### src/rtl/uart_pkg.sv
// rtl/uart_pkg.sv - shared UART state encoding, parity selectors and line levels
package uart_pkg;

    typedef enum logic [2:0] {
        IDLE   = 3'd0,
        START  = 3'd1,
        DATA   = 3'd2,
        PARITY = 3'd3,
        STOP   = 3'd4
    } uart_state_e;

    localparam logic PAR_ODD   = 1'b1;
    localparam logic PAR_EVEN  = 1'b0;

    localparam logic START_BIT = 1'b0;
    localparam logic STOP_BIT  = 1'b1;

endpackage

### src/rtl/tx_piso.sv
// rtl/tx_piso.sv - parallel-load shift-right register with bit counter and last-bit flag
module tx_piso #(
    parameter int WIDTH = 4
) (
    input  logic             clk,
    input  logic             rst,
    input  logic             load,
    input  logic             shift,
    input  logic [WIDTH-1:0] data_in,
    output logic             next_lsb,
    output logic             last_bit
);

    localparam int BW = (WIDTH > 1) ? $clog2(WIDTH) : 1;
    localparam logic [BW-1:0] BIT_LAST = BW'(WIDTH - 1);

    logic [WIDTH-1:0] shift_reg;
    logic [WIDTH-1:0] shifted;
    logic [BW-1:0]    bit_cnt;

    assign shifted  = shift_reg >> 1;
    // Bit that will sit at the LSB after this edge, so the line register can follow it without lag.
    assign next_lsb = shift ? shifted[0] : shift_reg[0];
    assign last_bit = (bit_cnt == BIT_LAST);

    // Load resets the bit position; each shift moves to the next data bit.
    always_ff @(posedge clk or negedge rst) begin
        if (!rst) begin
            shift_reg <= '0;
            bit_cnt   <= '0;
        end else if (load) begin
            shift_reg <= data_in;
            bit_cnt   <= '0;
        end else if (shift) begin
            shift_reg <= shifted;
            bit_cnt   <= last_bit ? '0 : bit_cnt + 1'b1;
        end
    end

endmodule

### src/rtl/uart_tx_frame.sv
// rtl/uart_tx_frame.sv - UART transmit framer (start, data LSB first, optional parity, stop); UART_TX_TWO_STOP_EN selects two stop bits
module uart_tx_frame
    import uart_pkg::*;
#(
    parameter int DATA_WIDTH   = 4,
    parameter int PAR_TYPE     = 1,
    parameter int CLKS_PER_BIT = 16
) (
    input  logic                  clk,
    input  logic                  rst,
    input  logic [DATA_WIDTH-1:0] P_DATA_IN,
    input  logic                  DATA_VALID_IN,
    input  logic                  PAR_EN,
    output logic                  TX_OUT,
    output logic                  BUSY,
    output logic                  TX_DONE
);

    localparam int CW = (CLKS_PER_BIT > 1) ? $clog2(CLKS_PER_BIT) : 1;
    localparam logic [CW-1:0] CYC_LAST = CW'(CLKS_PER_BIT - 1);
    localparam logic PAR_SEL = (PAR_TYPE != 0) ? PAR_ODD : PAR_EVEN;

    uart_state_e   state;
    uart_state_e   state_next;
    logic [CW-1:0] cyc_cnt;
    logic          bit_end;
    logic          accept;
    logic          par_en_q;
    logic          par_bit;
    logic          tx_q;
    logic          tx_next;
    logic          done_q;
    logic          done_next;
    logic          piso_shift;
    logic          piso_next_lsb;
    logic          piso_last;
`ifdef UART_TX_TWO_STOP_EN
    logic          stop_second;
`endif

    assign bit_end = (state != IDLE) && (cyc_cnt == CYC_LAST);
    assign accept  = (state == IDLE) && DATA_VALID_IN;

    tx_piso #(
        .WIDTH (DATA_WIDTH)
    ) u_piso (
        .clk      (clk),
        .rst      (rst),
        .load     (accept),
        .shift    (piso_shift),
        .data_in  (P_DATA_IN),
        .next_lsb (piso_next_lsb),
        .last_bit (piso_last)
    );

    // Next state, shift strobe, done strobe and the line level for the coming clock.
    always_comb begin
        state_next = state;
        tx_next    = STOP_BIT;
        done_next  = 1'b0;
        piso_shift = 1'b0;
        case (state)
            IDLE:   if (DATA_VALID_IN) state_next = START;
            START:  if (bit_end) state_next = DATA;
            DATA: begin
                if (bit_end) begin
                    piso_shift = 1'b1;
                    if (piso_last) state_next = par_en_q ? PARITY : STOP;
                end
            end
            PARITY: if (bit_end) state_next = STOP;
            STOP: begin
                if (bit_end) begin
`ifdef UART_TX_TWO_STOP_EN
                    if (stop_second) begin
                        state_next = IDLE;
                        done_next  = 1'b1;
                    end
`else
                    state_next = IDLE;
                    done_next  = 1'b1;
`endif
                end
            end
            default: state_next = IDLE;
        endcase
        case (state_next)
            START:   tx_next = START_BIT;
            DATA:    tx_next = piso_next_lsb;
            PARITY:  tx_next = par_bit;
            default: tx_next = STOP_BIT;
        endcase
    end

    // State, registered line/done outputs and the per-bit cycle counter.
    always_ff @(posedge clk or negedge rst) begin
        if (!rst) begin
            state   <= IDLE;
            tx_q    <= STOP_BIT;
            done_q  <= 1'b0;
            cyc_cnt <= '0;
        end else begin
            state   <= state_next;
            tx_q    <= tx_next;
            done_q  <= done_next;
            cyc_cnt <= (state == IDLE || bit_end) ? '0 : cyc_cnt + 1'b1;
        end
    end

    // Parity and parity enable are frozen at accept so later input changes cannot touch the frame.
    always_ff @(posedge clk or negedge rst) begin
        if (!rst) begin
            par_en_q <= 1'b0;
            par_bit  <= 1'b0;
        end else if (accept) begin
            par_en_q <= PAR_EN;
            par_bit  <= (^P_DATA_IN) ^ PAR_SEL;
        end
    end

`ifdef UART_TX_TWO_STOP_EN
    // Tracks whether the first of the two stop bits has elapsed.
    always_ff @(posedge clk or negedge rst) begin
        if (!rst) begin
            stop_second <= 1'b0;
        end else if (state == STOP && bit_end) begin
            stop_second <= ~stop_second;
        end
    end
`endif

    assign TX_OUT  = tx_q;
    assign BUSY    = (state != IDLE);
    assign TX_DONE = done_q;

endmodule

### config.mk
export PLATFORM = sky130hd
export DESIGN_NAME = uart_tx_frame
export DESIGN_NICKNAME = d
export VERILOG_FILES = /design/src/rtl/uart_pkg.sv /design/src/rtl/tx_piso.sv /design/src/rtl/uart_tx_frame.sv
export SDC_FILE = /design/constraint.sdc
export NUM_CORES = 1
export LEC_CHECK = 0
export ABC_AREA = 0
export CORE_MARGIN = 4
export CORE_UTILIZATION = 42
export CTS_CLUSTER_SIZE = 12
export DETAILED_ROUTE_END_ITERATION = 8
export GPL_TIMING_DRIVEN = 1
export PLACE_DENSITY = 0.71
export SYNTH_ARGS = -nofsm -noshare
export SYNTH_HDL_FRONTEND = slang
export SYNTH_SLANG_ARGS = --single-unit
### constraint.sdc
create_clock -name clk -period 2 [get_ports clk]
set_clock_uncertainty 0.15 [all_clocks]
set_input_delay 0.3 -clock clk [delete_from_list [all_inputs] [get_ports clk]]
set_output_delay 0.3 -clock clk [all_outputs]
set_load 0.01 [all_outputs]
# Word-level counts from Yosys, hierarchy flattened
# Index checks and enable logic that the tools add are counted.
[word_totals]
regBits = 17
out_inout_bits = 3
[classes]
add_sub_neg = 2
n_eq_ne = 9
muxes = 19
n_bitwise = 1
reduce_logical = 7
[ops]
columns = ["op", "count"]
rows = [
  ["$mux 3", 7],
  ["$pmux 3 s5", 1],
  ["$eq 3x2->1 const B", 4],
  ["$mux 4", 3],
  ["$eq 3x1->1 const B", 2],
  ["$mux 2", 3],
  ["$add 4x1->4 const B", 1],
  ["$eq 4x4->1 const B", 1],
  ["$mux 1", 4],
  ["$reduce_xor 4->1", 1],
  ["$eq 3x3->1 const B", 1],
  ["$logic_not 3->1", 1],
  ["$pmux 1 s3", 1],
  ["$reduce_bool 3->1", 1],
  ["$add 2x1->2 const B", 1],
  ["$eq 2x2->1 const B", 1],
  ["$logic_and 1x1->1", 2],
  ["$reduce_bool 2->1", 1],
  ["$logic_or 1x1->1", 1],
  ["$not 1->1", 1],
]

# Depth between registers and ports, before layout
# Gate-level depths: netlist (run 1).
[depth]
ltp_word = 6
mapped_depth = 6
depth_no_buf = 6

# Modules after synthesis
# A second synthesis (run 1) with hierarchy kept.
[unflattened]
cells_unflattened = 82
hier_area_um2 = 905.9
[by_module_without_submodules]
columns = ["module", "n_inst", "cells_per_inst", "area_each_um2", "seq_area_each_um2"]
rows = [
  ["uart_tx_frame", 1, 57, 615.6, 276.5],
  ["tx_piso", 1, 25, 290.3, 150.1],
]

# Least setup slack after synthesis (run 1)
# No wires, ideal clock.
[synth_path]
path_kind = "register -> register"
from = "register cyc_cnt[0]"
to = "register tx_q (netlist: TX_OUT)"
setup_time_ps = 86
t_arrival_ps = 1359
required_ps = 1764
slack_ps = 405
path_stages_with_launch = 6
n_path_buf = 0
cell_sequence = "dfrtp_1 > ha_1 > and3_1 > a221o_1 > a21oi_1 > a31oi_1"
[synth_via]
elab_chain_len = 6
[synth_rtl]
columns = ["element", "line_no", "source"]
rows = [
  ["from (decl)", "uart_tx_frame.sv:25", "logic [CW-1:0] cyc_cnt;"],
  ["from (signal assigned)", "uart_tx_frame.sv:106", "cyc_cnt <= (state == IDLE || bit_end) ? '0 : cyc_cnt + 1'b1;"],
  ["$eq 4x4->1 *", "uart_tx_frame.sv:41", "assign bit_end = (state != IDLE) && (cyc_cnt == CYC_LAST);"],
  ["$logic_and 1x1->1 *", "uart_tx_frame.sv:41", ""],
  ["$mux 3 (tied with other cells)", "uart_tx_frame.sv:73", "if (bit_end) begin"],
  ["$pmux 3 s5 or $mux 1 (tied branches)", "uart_tx_frame.sv:62", "case (state)"],
  ["$eq 3x2->1 (tied with other cells)", "uart_tx_frame.sv:87", "case (state_next)"],
  ["$pmux 1 s3 *", "uart_tx_frame.sv:87", ""],
  ["net tx_next", "uart_tx_frame.sv:31", "logic tx_next;"],
  ["to (signal assigned)", "uart_tx_frame.sv:104", "tx_q <= tx_next;"],
  ["to (decl)", "uart_tx_frame.sv:30", "logic tx_q;"],
]
# Mark *: on every way through the listed nets, which the timed path passes. The rest lies on a longest branch.
# A chain may end at the register's enable or synchronous reset.

# Worst setup path in the final report (run 1)
[layout_path]
from = "register tx_q (netlist: TX_OUT)"
to = "output port TX_OUT"
[layout_lines]
columns = ["element", "line_no", "source"]
rows = [
  ["to (decl)", "uart_tx_frame.sv:14", "output logic TX_OUT,"],
]
# No word-level cell between the ends.

==> summary.md, run 1 <==
| Metric | Value |
|---|---|
| Register bit total from synthesis | `17` |
| Global-route wire length before repair | `2.24 mm` |
| Number of global-route vias before repair | `542` |
| Adder-Cell Fraction of Synth Area | `0.0319` |
| Mapped Cells | `74` |
| Layout area overhead | `21.9%` |
| Fin cells | `114` |
| CP max FO | `1` |
| Compound-Gate Fraction of Synth Area | `0.123` |
| Io pins | `11` |
| Antenna-violating nets left | `0` |
| Synth Cell Area | `785 um2` |
| Final Routed Wirelength | `1.31 mm` |
| RSZ-0062 raised after global routing | `no` |
| R2R depth | `5` |
| FP Rows | `15` |
| Die area | `2620 um2` |
| Pwr Density | `575 nW/um2` |
| Clock Sinks | `17` |
| Place WS | `0.277 ns` |
| Xor and xnor area share after synthesis | `0.0558` |
| Die Height | `51.2 um` |
| Clk_lat worst skew | `0.28 ns` |
| Register area share after synthesis | `0.544` |
| Number of synthesized flops with an enable pin | `0` |
| Kind of start point of the critical path | `flip-flop` |
| Slowest cell on the critical path | `clkdlybuf4s50_1` |
| Worst rel slew slack | `0.774` |
| Final core utilization | `0.548` |
| Initial antenna violation count | `0` |
| WP data arrival | `1.33 ns` |
| H-tree depth | `1` |
| Clock Pin Slew Worst Setup and Hold Paths | `0.09 ns` |
| Worst R2R Start | `cyc_cnt[0]` |
| Inst Count DP | `110` |
| Asr flop ratio synth | `1.00` |
| Vias | `569` |
| Reg-to-reg setup timing slack | `0.25 ns` |
| Final nets | `100` |
| Post-Syn Area per Cell | `10.6 um2` |
| Worst-Margin Slew | `0.337 ns` |
| Grt total ovfl | `0` |
| Fmax achieved | `563 MHz` |
| Crit path capture type | `primary output` |
| Setup TNS | `0 ns` |
| ANT cells | `0` |
| Multiplexer area fraction after synthesis | `0.0255` |
| Largest family of logic cells by synthesized area | `simple AND/OR/NAND/NOR gates` |
| Pleak | `0.440 nW` |
| Fin crit period | `1.78 ns` |
| CTS tree | `done` |
| CP required | `1.55 ns` |
| Initial Utilization | `0.449` |
| IO Port Bufs | `10` |
| Routability cong. | `0.704` |
| Final worst-path cycle share | `0.888` |
| Total CTS buffers | `3` |
| Status | `complete, no violations` |
| Syn Nets | `84` |
| Max Root-Sink Buffers | `2` |
| Crit-path cells | `clkdlybuf4s50_1` |
| Layout cells sized above 1 | `0.124` |
| Iter 0 DRT Violations | `7` |
| Die Width | `51.2 um` |
| DRT Pass-1 Iters | `4` |
| Critical Path Max Stage Delay | `0.53 ns` |
| Clock root buffer | `clkbuf_4` |
| Crit Path Class | `flip-flop to primary output` |
| R2R Path End | `u_piso.shift_reg[0]` |
| VDD IR max | `0.287 mV` |
| Levels on crit path | `1` |
| Min-delay worst type | `input port to async pin` |
| Worst setup margin | `0.223 ns` |
| Post-Synth Simple-Gate Area | `0.199` |
| Yosys warns | `0` |
| Number of distinct library cells after synthesis | `29` |
| Via density | `4.99` |
| Final setup viols | `0` |
| Max-slew violations | `0` |
| Max_cap viols | `0` |
| Core area | `1750 um2` |
| Wire per inst | `11.5 um` |
| Most common flop cell mapped by yosys | `dfrtp_1` |
| Largest delay share family, worst path | `buffers and inverters` |
| Largest net degree at the start of global routing | `18` |
| Hpwl dp | `1.00 mm` |
| Total track usage | `0.116` |
| Worst path bufs/invs | `1` |
| Fillers | `167` |
| Drc violations | `0` |
| Fin. Hold Viols | `0` |
-- cell type report --
cell class                 count  area [um2]  area share
sequential                    17         428       0.448
clock buffer                   4        26.3      0.0275
multi-input combinational     53         342       0.357
timing repair buffer          12         118       0.123
tap                           25        31.3      0.0327
inverter                       3        11.3      0.0118
-- per-stage QoR --
step           power [W]  hold WS, ns  instance area, um2
3_3_place_gp    0.000382        0.291                 926
4_1_cts         0.000561        0.185                 952
3_5_place_dp    0.000382        0.298                 926
6_report        0.000550        0.187                 956
5_1_grt         0.000581        0.201                 956
2_1_floorplan   0.000357       -0.146                 785
-- report_power, final --
part           total (W)  internal, W  switching (W)
clock network   0.000175    0.0000773      0.0000980
logic          0.0000309    0.0000180      0.0000129
registers       0.000344     0.000344              0
total           0.000550     0.000439       0.000111
-- metal layers --
metal	part of all wire	wire length [um]	GRT usage	vias up
li1	-	-	-	285
met5	0	0	0	-
met3	0.059	77	0.0379	2
met1	0.48	631	0.142	271
met2	0.45	590	0.191	11
met4	0.0092	12	0.0393	0
-- worst max path at each step --
stage	from	endpoint	slack, ns
finish	TX_OUT	TX_OUT	0.22
detailed placement	cyc_cnt[0]	u_piso.shift_reg[0]	0.28
global placement	DATA_VALID_IN	u_piso.bit_cnt[0]	0.28
floorplan	cyc_cnt[0]	TX_OUT	0.40
CTS	state[2]	BUSY	0.01
global route	cyc_cnt[0]	u_piso.shift_reg[0]	0.11
-- cells in the final DEF, fill, tap and decap left out, drive strengths merged --
cell,netlist,layout
dlymetal6s2s,0,1
a32o,1,1
clkdlybuf4s50,0,9
and2,1,1
inv,3,3
clkbuf,0,4
nor2b,1,1
nand2,10,10
a31oi,1,1
nand3,2,2
dfrtp,16,16
a22oi,1,1
xnor2,3,3
dfstp,1,1
nor3,2,2
o21ai,3,3
and3,2,2
nor2,10,10
mux2i,2,2
nand2b,1,1
a22o,3,3
o22ai,1,1
xor2,2,2
a21oi,3,3
buf,1,2
a221o,1,1
ha,2,2
nand4,1,1
-- cells in the mapped netlist, drive strengths merged, types with 2 or more instances --
cell	instances	area [um2]
and3	2	12.5
a21oi	3	15.0
nand3	2	15.0
o21ai	3	15.0
a22o	3	26.3
nand2	10	37.5
inv	3	11.3
xor2	2	17.5
xnor2	3	26.3
nor2	10	40.0
ha	2	25.0
dfrtp	16	400
nor3	2	26.3
mux2i	2	20.0
-- logic make-up after synthesis --
family / Yosys count
fa+ha+maj: 2
buf+inv: 4
flops: 17
compound gates: 14
simple gates: 30
mux: 2
xor+xnor: 5
-- timing repair --
action                     4_1_cts  5_1_grt
hold buffers                     0        0
buffers inserted                 0        0
gates resized for setup          0        2
setup endpoints to repair        0        1
Power figures use the tool's default switching activity.
==> inputs of run 2 (changes only) <==
- CORE_UTILIZATION: 42 -> 37
- PLACE_DENSITY: 0.71 -> 0.65
==> run 2 against run 1 <==
Routed wire length up 11%. Via count is 0.53% higher. Register-to-register slack hardly changed. Die area rose by 11%. Global-route usage rose by 0.75 points. Sequential cell count is the same. First-iteration DRC count fell by 14%. Critical path depth did not move. Final cell count is 1.8% higher. Utilization is 6.0 points lower. Clock-buffer cell count stayed put. Critical path type unchanged. Critical endpoint unchanged. Largest power group unchanged.
==> summary.md, run 2 (synthesized netlist as in run 1, its figures left out) <==
| Metric | Value |
|---|---|
| Status | `complete, no violations (unchanged)` |
| Number of setup buffers added after CTS | `0 (unchanged)` |
| Worst path bufs/invs | `1 (unchanged)` |
| Die area | `2920 um2 (was 2620 um2)` |
| Most common cell after layout, fill and taps aside | `dfrtp_1 (unchanged)` |
| RSZ-0062 raised after global routing | `no (unchanged)` |
| Grt total ovfl | `0 (unchanged)` |
| Antenna-violating nets left | `0 (unchanged)` |
| Crit Path Class | `flip-flop to primary output (unchanged)` |
| Iter 0 DRT Violations | `6 (was 7)` |
| Die Height | `54.0 um (was 51.2 um)` |
| Final Routed Wirelength | `1.45 mm (was 1.31 mm)` |
| Crit-path cells | `clkdlybuf4s50_1 (unchanged)` |
| Fin crit period | `1.79 ns (was 1.78 ns)` |
| FP Rows | `16 (was 15)` |
| Min-delay worst type | `input port to async pin (unchanged)` |
| Wire per inst | `12.5 um (was 11.5 um)` |
| Pwr Density | `575 nW/um2 (about the same)` |
| ANT cells | `0 (unchanged)` |
| Global-route wire length before repair | `2.47 mm (was 2.24 mm)` |
| Clk pwr share | `0.327 (was 0.319)` |
| Number of global-route vias before repair | `584 (was 542)` |
| NetSw | `0.000117 W (was 0.000111 W)` |
| Initial Utilization | `0.396 (was 0.449)` |
| Final setup viols | `0 (unchanged)` |
| CP required | `1.55 ns (about the same)` |
| Fin. Hold Viols | `0 (unchanged)` |
| Core area | `1980 um2 (was 1750 um2)` |
| Kind of start point of the critical path | `flip-flop (unchanged)` |
| Largest net degree at the start of global routing | `18 (unchanged)` |
| Worst Hold Margin | `0.169 ns (was 0.187 ns)` |
| Hpwl dp | `1.12 mm (was 1.00 mm)` |
| Clock root buffer | `clkbuf_4 (unchanged)` |
| H-tree depth | `1 (unchanged)` |
| Worst rel slew slack | `0.763 (was 0.774)` |
| WP data arrival | `1.34 ns (was 1.33 ns)` |
| Clock Pin Slew Worst Setup and Hold Paths | `0.09 ns (about the same)` |
| Critical Path Max Stage Delay | `0.53 ns (about the same)` |
| Max_cap viols | `0 (unchanged)` |
| Max-slew violations | `0 (unchanged)` |
| Slowest cell on the critical path | `dfstp_2 (was clkdlybuf4s50_1)` |
| Fillers | `177 (was 167)` |
| Worst-Margin Slew | `0.354 ns (was 0.337 ns)` |
| Max Root-Sink Buffers | `2 (unchanged)` |
| Most frequent cells in the layout | `dfrtp_1 (13), nand2_1 (10), nor2_1 (9), clkdlybuf4s50_1 (9) (was dfrtp_1 (15), nand2_1 (10), nor2_1 (9), clkdlybuf4s50_1 (9))` |
| Initial antenna violation count | `0 (unchanged)` |
| Io pins | `11 (unchanged)` |
| Fmax achieved | `557 MHz (was 563 MHz)` |
| Crit path capture type | `primary output (unchanged)` |
| Vias | `572 (was 569)` |
| Final nets | `100 (unchanged)` |
| Sw Ratio | `0.211 (was 0.202)` |
| Via density | `4.93 (was 4.99)` |
| Flop pwr share | `0.617 (was 0.625)` |
| Die Width | `54.0 um (was 51.2 um)` |
| IO Port Bufs | `10 (unchanged)` |
| VDD IR max | `0.446 mV (was 0.287 mV)` |
| Layout cells sized above 1 | `0.146 (was 0.124)` |
| Logic pwr share | `0.056 (about the same)` |
| Layout area overhead | `23.3% (was 21.9%)` |
| Drc violations | `0 (unchanged)` |
| CTS tree | `done (unchanged)` |
| Final worst-path cycle share | `0.897 (was 0.888)` |
| P_int | `0.000439 W (about the same)` |
| Clk_lat worst skew | `0.29 ns (was 0.28 ns)` |
| Total track usage | `0.123 (was 0.116)` |
| Clock Sinks | `17 (unchanged)` |
| Setup TNS | `0 ns (unchanged)` |
| Largest delay share family, worst path | `flip-flops (was buffers and inverters)` |
| Routability cong. | `0.769 (was 0.704)` |
| CP max FO | `1 (unchanged)` |
| Total CTS buffers | `3 (unchanged)` |
| DRT Pass-1 Iters | `3 (was 4)` |
| Pleak | `0.438 nW (was 0.440 nW)` |
[run 2: cell counts in the layout (fill, tap and decap cells not counted)]
Identical to the previous run, type by type.
[run 2: per-stage QoR]
stage          setup slack [ns]  cell area (um2)  std cells  utilization  power [W]
6_report                  0.205              967        116        0.488   0.000556
3_3_place_gp              0.264              928        112        0.468   0.000382
4_1_cts                 0.00385              955        116        0.482   0.000566
5_1_grt                  0.0874              967        116        0.488   0.000582
3_5_place_dp              0.229              928        112        0.468   0.000382
2_1_floorplan             0.405              785         74            -   0.000357
[run 2: path summary, 6_finish.rpt]
path / slack [ns] / startpoint / cells past startpoint / end
worst max-delay path: 0.21 / TX_OUT / 1 / TX_OUT
worst max register to register: 0.25 / cyc_cnt[0] / 5 / u_piso.shift_reg[0]
min in group clk: 0.32 / cyc_cnt[0] / 1 / cyc_cnt[0]
worst min register to register: 0.32 / cyc_cnt[0] / 1 / cyc_cnt[0]
worst min-delay path: 0.17 / rst / 2 / cyc_cnt[1]
max in group asynchronous: 1.28 / rst / 2 / TX_OUT
[run 2: power by group through the flow]
stage	sequential [W]	clock [W]	combinational, W
finish	0.000343	0.000182	0.0000310
floorplan	0.000350	0	0.00000695
global route	0.000344	0.000204	0.0000342
global placement	0.000350	0	0.0000319
detailed placement	0.000350	0	0.0000321
CTS	0.000344	0.000190	0.0000321
[run 2: cell type report]
cell class,count,area [um2],share of cell area
multi-input combinational,53,348,0.360
clock buffer,4,26.3,0.0272
timing repair buffer,12,118,0.122
inverter,3,11.3,0.0116
tap,27,33.8,0.0349
sequential,17,430,0.445
[run 2: what timing repair did]
action	4_1_cts	5_1_grt
resized for setup	0	5
hold buffers	0	0
setup endpoints to repair	0	1
[run 2: routing by layer]
layer  part of all wire  GRT usage  vias to the layer above
li1                   -          -                      287
met1               0.46      0.139                      268
met2               0.47      0.206                       13
met3              0.054     0.0499                        4
met4              0.016     0.0498                        0
met5                  0          0                        -
